[config.mk]
export PLATFORM = sky130hd
export DESIGN_NAME = wasm_leb128_decoder
export DESIGN_NICKNAME = d
export VERILOG_FILES = /design/src/rtl/wasm_leb128_decoder.sv
export SDC_FILE = /design/constraint.sdc
export NUM_CORES = 1
export LEC_CHECK = 0
export ABC_CLOCK_PERIOD_IN_PS = 6700
export CORE_ASPECT_RATIO = 1.2
export CORE_MARGIN = 8
export CORE_UTILIZATION = 54
export CTS_BUF_LIST = sky130_fd_sc_hd__clkbuf_8
export DETAILED_ROUTE_END_ITERATION = 10
export PLACE_DENSITY = 0.95
export SLEW_MARGIN = 20
export SYNTH_ARGS = -nofsm -noshare
export SYNTH_HDL_FRONTEND = slang
export SYNTH_SLANG_ARGS = --single-unit
[constraint.sdc]
create_clock -name i_clk -period 6.7 [get_ports i_clk]
set_clock_uncertainty 0.05 [all_clocks]
set_input_delay 1.34 -clock i_clk [delete_from_list [all_inputs] [get_ports i_clk]]
set_output_delay 1.34 -clock i_clk [all_outputs]
set_load 0.02 [all_outputs]
[src/rtl/wasm_leb128_decoder.sv]
// Streaming LEB128 immediate decoder.
// Takes one instruction byte per handshake and accumulates a 1-5 byte
// unsigned or signed LEB128 field. Returns a 32-bit value, the encoded
// length and an encoding-error flag as a single result beat.
module wasm_leb128_decoder #(
  parameter int MAX_BYTES = 5
) (
  input  logic        i_clk,
  input  logic        i_rst_n,
  input  logic        i_start,
  input  logic        i_signed,
  input  logic        i_byte_valid,
  input  logic [7:0]  i_byte,
  output logic        o_byte_ready,
  output logic        o_busy,
  output logic        o_val_valid,
  output logic [31:0] o_value,
  output logic [2:0]  o_len,
  output logic        o_err,
  input  logic        i_val_ready
);

  typedef enum logic [1:0] {
    IDLE    = 2'd0,
    COLLECT = 2'd1,
    DONE    = 2'd2
  } state_t;

  state_t      state_q, state_d;
  logic        signed_q, signed_d;
  logic [31:0] acc_q, acc_d;
  logic [2:0]  cnt_q, cnt_d;
  logic        err_q, err_d;

  logic        byte_fire;
  logic [5:0]  byte_shamt;
  logic [31:0] byte_bits;
  logic [31:0] acc_merged;
  logic [2:0]  len_next;
  logic [5:0]  ext_shamt;
  logic [31:0] ext_mask;
  logic        last_slot;
  logic        top_bad;

  // Per-byte datapath: place the 7 payload bits of the incoming byte at
  // its group position, and prepare the sign-extension mask and the
  // fifth-byte range check in case this byte ends the field.
  always_comb begin
    byte_fire  = i_byte_valid && (state_q == COLLECT);
    byte_shamt = {3'b000, cnt_q} * 6'd7;
    byte_bits  = 32'(i_byte[6:0]) << byte_shamt;
    acc_merged = acc_q | byte_bits;
    len_next   = cnt_q + 3'd1;
    ext_shamt  = {3'b000, len_next} * 6'd7;
    ext_mask   = 32'hFFFF_FFFF << ext_shamt;
    last_slot  = (cnt_q == 3'(MAX_BYTES - 1));
    if (signed_q) begin
      top_bad = (i_byte[6:4] != {3{i_byte[3]}});
    end else begin
      top_bad = (i_byte[6:4] != 3'b000);
    end
  end

  // Next-state and accumulator update for the IDLE/COLLECT/DONE sequence.
  always_comb begin
    state_d  = state_q;
    signed_d = signed_q;
    acc_d    = acc_q;
    cnt_d    = cnt_q;
    err_d    = err_q;
    case (state_q)
      IDLE: begin
        if (i_start) begin
          signed_d = i_signed;
          acc_d    = 32'd0;
          cnt_d    = 3'd0;
          err_d    = 1'b0;
          state_d  = COLLECT;
        end
      end
      COLLECT: begin
        if (byte_fire) begin
          acc_d = acc_merged;
          cnt_d = len_next;
          if (last_slot) begin
            // The fifth byte always ends the field; it is never
            // sign-extended, and out-of-range or continued encodings
            // are flagged while keeping the raw bits.
            state_d = DONE;
            if (top_bad || i_byte[7]) begin
              err_d = 1'b1;
            end
          end else if (!i_byte[7]) begin
            state_d = DONE;
            if (signed_q && i_byte[6]) begin
              acc_d = acc_merged | ext_mask;
            end
          end
        end
      end
      DONE: begin
        if (i_val_ready) begin
          state_d = IDLE;
        end
      end
      default: begin
        state_d = IDLE;
      end
    endcase
  end

  // State and datapath registers with synchronous active-low reset.
  always_ff @(posedge i_clk) begin
    if (!i_rst_n) begin
      state_q  <= IDLE;
      signed_q <= 1'b0;
      acc_q    <= 32'd0;
      cnt_q    <= 3'd0;
      err_q    <= 1'b0;
    end else begin
      state_q  <= state_d;
      signed_q <= signed_d;
      acc_q    <= acc_d;
      cnt_q    <= cnt_d;
      err_q    <= err_d;
    end
  end

  assign o_byte_ready = (state_q == COLLECT);
  assign o_busy       = (state_q != IDLE);
  assign o_val_valid  = (state_q == DONE);
  assign o_value      = acc_q;
  assign o_len        = cnt_q;
  assign o_err        = err_q;

endmodule
==> impl_metrics.ini, run 1 <==
[logic_synthesis]
ys.flop_type = dfxtp_1
synth_nets = 281
synth_seq_cells = 39
ys_types = 42
synth.top_cells.by_area = dfxtp_1 (38%), a21oi_1 (10%), o21ai_0 (10%)
synthCells = 261
synth_top_cell_area_share = 0.377
async_flop_share = 0
yosysSeqAreaShare = 0.377
netlist_area_um2 = 2070
yosysWarningCount = 0
synth-edff-count = 0
yosys.area.top_type = dfxtp_1
synth_area_per_cell_um2 = 7.92

[setup_path]
crit_top_cell = ha_1
critPathSlowestCell = o221ai_1
path_class = reg -> reg
required_ps = 6880
worstPathArrival_ps = 4060
critPathLaunchType = flip-flop
endpoint_kind = flip-flop
critPathTopFamily = compound AO/OA/AOI/OAI gates
max_stage_delay_ps = 760
critPathBufInv = 1
crit_chain = inv_1, ha_1, xnor2_1, xnor2_1, ha_1, ha_1, or2_2, o221ai_1, o21ai_0, a21oi_1
critPathMaxFanout = 13

[worst_hold_path]
hp-class = reg -> reg

[timing]
rsz0062_at_grt = false
hold_violations = 0
relSlewSlack = 0.361
drv_slew = 0
finalCriticalPeriod_ps = 3890
fin_crit_sh = 0.580
tightest_slew_ps = 959
timing.final.ws_setup_ps = 2810
fmax_mhz = 257
setup_tns_ps = 0
setup_violations = 0

[route]
drtAntennaViolNets = 0
wl_per_cell_um = 17.8
drt_iter0_markers = 253
vias = 2198
dr.pass1.iters = 5
drcViolationCount = 0
via_per_inst = 6.11
wl_um = 6410

[outcome]
status = complete, no violations

[power_and_ir_drop]
ir_drop_uv = 136
cellPowerDensity_nw_per_um2 = 179
cellLeakagePower_nw = 0.887
power.share.clock = 0.313
pwr-share-comb = 0.180
power_switching_mw = 0.139
seqPwrFrac = 0.507
internal_power_mw = 0.342
switching_share = 0.288

[global_route]
gr-total-overflow = 0
grt_pass1_wl_um = 10200
grt_antenna_before_repair = 0
grt_max_degree = 32
grt_pass1_vias = 2041
grt_use_total = 0.210

[floorplan]
dieArea_um2 = 6070
dieWidth_um = 72.5
io_pins = 53
die_h_um = 83.8
start_util = 0.565
coreArea_um2 = 3660
fp-row-count = 24

[cts]
clk_latency_ps = 290
hold_buffers = 0
root_buffer = clkbuf_8
cts_tree = built
cts-buffers-inserted = 5
cts_setup_buffers = 0
ctsResizeCount = 0
cts_sinks = 39
h-tree-depth = 2
clk_path_buf_depth = 2
clkTransAtPathRegs_ps = 70

[placed_design]
io_buffers = 52
placedCellCount = 352
dp_slack_ps = 3000
gp_congestion = 0.932
dp_hpwl_um = 4350

[layout]
finalCoreUtilization = 0.734
drive_gt1_frac = 0.0584
fin_cells = 360
fillers = 299
layout.nets = 327
n_antenna_cell = 0
area_growth_syn_to_layout_pct = 30.1

[flow_run]
cap_violations = 0
[cell usage after synthesis, types with 2 or more instances]
cell type   n
inv_1       6
a31oi_1     9
a21boi_0    2
dfxtp_1    39
ha_1        6
nand2b_1    7
o21ai_1     4
nand2_1    20
a21o_1      2
nor3_1      6
nor2b_1     8
nor2_1     18
a21oi_1    43
xnor2_1     2
o21ai_0    42
and3_1      2
nand3_1     2
a221oi_1    7
clkbuf_1    9
buf_2       4
or2_2       2
[metal layers]
metal | vias up | routed length [um] | global-route usage
met5 | - | 0 | 0
met4 | 0 | 147 | 0.104
met3 | 18 | 442 | 0.0445
met2 | 115 | 3190 | 0.334
met1 | 1023 | 2630 | 0.258
li1 | 1042 | - | -
[tightest hold or removal path: cells and delay by family, from the launching register on]
kind / cells / cell delay, ps
simple gates: 1 / 40
flops: 1 / 330
compound gates: 1 / 60
[path summary, 6_finish.rpt]
path / from / to / slack, ps / cells past startpoint
setup / recovery: o_len[1] / o_value[30] / 2810 / 10
hold / removal: o_value[31] / o_value[31] / 410 / 2
setup reg to reg: o_len[1] / o_value[30] / 2810 / 10
hold reg to reg: o_value[31] / o_value[31] / 410 / 2
[cell families after synthesis]
logic type               Yosys count  synth area share
AO/OA/AOI/OAI                    120             0.343
AND/OR/NAND/NOR                   70             0.170
flip-flops                        39             0.377
buffers and inverters             21            0.0423
adder cells (fa/ha/maj)            6            0.0363
XOR/XNOR                           4            0.0260
multiplexers                       1           0.00484
[metrics by stage]
step	hold slack [ps]	total power, mW	area, um2
after detailed placement	398	0.333	2600
final	411	0.481	2690
after global routing	441	0.503	2690
after global placement	400	0.332	2600
after CTS	415	0.481	2690
after floorplan	427	0.298	2070
[cells in the final DEF, fill, tap and decap left out, types with 2 or more instances in the layout]
master,Yosys,layout
dfxtp_1,39,39
nor2_1,18,18
a21oi_1,43,43
nor2b_1,8,8
a31oi_1,9,9
inv_1,6,8
nand2b_1,7,7
ha_1,6,6
a21boi_0,2,2
clkdlybuf4s50_1,0,52
and3_1,2,2
nand2_1,20,20
clkbuf_8,0,5
or2_2,2,2
a221oi_1,7,7
o21ai_0,42,42
nand3_1,2,2
o21ai_1,4,4
xnor2_1,2,2
a21o_1,2,2
buf_4,1,2
nor3_1,6,5
[registers in the layout, summed over array words and instances, names as in the netlist]
| name | cells |
|---|---|
| o_len | 3 |
| o_value | 32 |
| o_err | 1 |
| signed_q | 1 |
| state_q | 2 |
[cell type report]
class                      count  area [um2]  area share
sequential                    39         781       0.290
inverter                       6        22.5     0.00837
clock buffer                   5        68.8      0.0256
clock inverter                 3        12.5     0.00465
multi-input combinational    201        1200       0.448
timing repair buffer          54         536       0.199
tap                           52        65.1      0.0242
[power groups by stage]
stage	combinational, mW	sequential, mW	clock (mW)
final	0.0868	0.244	0.150
after floorplan	0.0476	0.251	0
after global placement	0.0831	0.249	0
after detailed placement	0.0842	0.249	0
after global routing	0.0933	0.244	0.166
after CTS	0.0854	0.243	0.152
Note: power is estimated with default switching activity, not from simulation.
==> run 2: changes to the inputs <==
ABC_CLOCK_PERIOD_IN_PS = 3760   (was 6700)
CORE_UTILIZATION = 50   (was 54)
PLACE_DENSITY = 0.92   (was 0.95)
clock period = 3.76 ns   (was 6.7 ns; I/O delays follow)
==> run 2 against run 1 <==
Net effect:
- worst hold slack got worse by 5.4 ps
- core utilization fell by 5.3 points
- largest power group unchanged
- power rose by 80%
- register-to-register slack lost 2300 ps
- combinational power grew 77%
- die area rose by 6.3%
- critical path depth unchanged
- global-route usage down 1.2 points
- non-clock buffer count increased by 2
==> impl_metrics.ini, run 2 (synthesized netlist as in run 1, its figures left out) <==
[outcome]
status = complete, no violations

[placed_design]
io_buffers = 52
dp_hpwl_um = 4420
place_area_um2 = 2620
gp_congestion = 0.893

[power_and_ir_drop]
ir_drop_uv = 214
p_total_mw = 0.864
cellPowerDensity_nw_per_um2 = 319
cellLeakagePower_nw = 0.890

[layout]
largest_reg_flops = 32
layout.nets = 329
design_area_um2 = 2710
finalCoreUtilization = 0.681
n_antenna_cell = 0
layout_common_cells = clkdlybuf4s50_1 (52), a21oi_1 (43), o21ai_0 (42)
drive_gt1_frac = 0.0645
area_growth_syn_to_layout_pct = 30.9
final_common_cell = clkdlybuf4s50_1

[floorplan]
die_h_um = 86.5
dieArea_um2 = 6460
dieWidth_um = 74.7
fp-row-count = 25
start_util = 0.521
coreArea_um2 = 3970
io_pins = 53

[setup_path]
critPathTopFamily = adder cells
critPathSlowestCell = dfxtp_1
required_ps = 3940
path_class = reg -> reg
critPathLaunchType = flip-flop
worstPathArrival_ps = 3400
critPathBufInv = 1
critPathMaxFanout = 13
max_stage_delay_ps = 610
endpoint_kind = flip-flop
crit_top_cell = ha_1
crit_chain = inv_1, ha_1, xnor2_1, xnor2_1, ha_1, ha_1, xor2_1, nor4_4, a221oi_1, nor2_1

[timing]
tightest_slew_ps = 965
fmax_mhz = 311
setup_violations = 0
fin_crit_sh = 0.855
rsz0062_at_grt = false
relSlewSlack = 0.352
whs_ps = 405
setup_tns_ps = 0
hold_violations = 0
drv_slew = 0
finalCriticalPeriod_ps = 3210

[cts]
hold_buffers = 0
clkTransAtPathRegs_ps = 80
cts_tree = built
clk_latency_ps = 290
root_buffer = clkbuf_8
cts-buffers-inserted = 5
ctsResizeCount = 0
clk_path_buf_depth = 2
cts_setup_buffers = 0
cts_sinks = 39
h-tree-depth = 2

[global_route]
grt_antenna_before_repair = 0
grt_max_degree = 32
grt_pass1_vias = 2030
grt_pass1_wl_um = 10100
grt_use_total = 0.198
gr-total-overflow = 0

[flow_run]
cap_violations = 0

[route]
wl_per_cell_um = 17.0
drt_iter0_markers = 180
vias = 2122
via_per_inst = 5.83
dr.pass1.iters = 4
wl_um = 6200
drtAntennaViolNets = 0
drcViolationCount = 0

[worst_hold_path]
hp-class = reg -> reg
run 2: per-stage QoR:
stage / std cells / setup slack (ps)
after floorplan: 261 / 763
after global placement: 356 / 746
after detailed placement: 356 / 632
after CTS: 364 / 607
after global routing: 364 / 311
final: 364 / 546
run 2: final timing paths:
| kind | startpoint | to | slack [ps] | cells past startpoint |
|---|---|---|---|---|
| worst max register to register | o_len[1] | o_value[14] | 550 | 10 |
| worst min register to register | o_value[31] | o_value[31] | 410 | 2 |
| worst min-delay path | o_value[31] | o_value[31] | 410 | 2 |
| worst max-delay path | o_len[1] | o_value[14] | 550 | 10 |
run 2: report_power, final:
part	switching (mW)	internal (mW)
logic	0.0907	0.0629
registers	0.0112	0.422
clock network	0.150	0.127
run 2: worst min-delay path, stage by stage (launching register included):
cell and delay, ps:
dfxtp_1 330, nand2_1 40, o21ai_0 60
run 2: metal layers:
layer	global-route usage	vias to the layer above	share of wire
met2	0.307	98	0.49
met4	0.102	0	0.026
met5	0	-	0
li1	-	1044	-
met3	0.0289	11	0.069
met1	0.256	969	0.42
run 2: final cells by class:
type	count	area (um2)
timing repair buffer	56	551
tap	54	67.6
clock buffer	5	68.8
fill	343	1270
inverter	6	22.5
multi-input combinational	201	1200
sequential	39	781
clock inverter	3	16.3
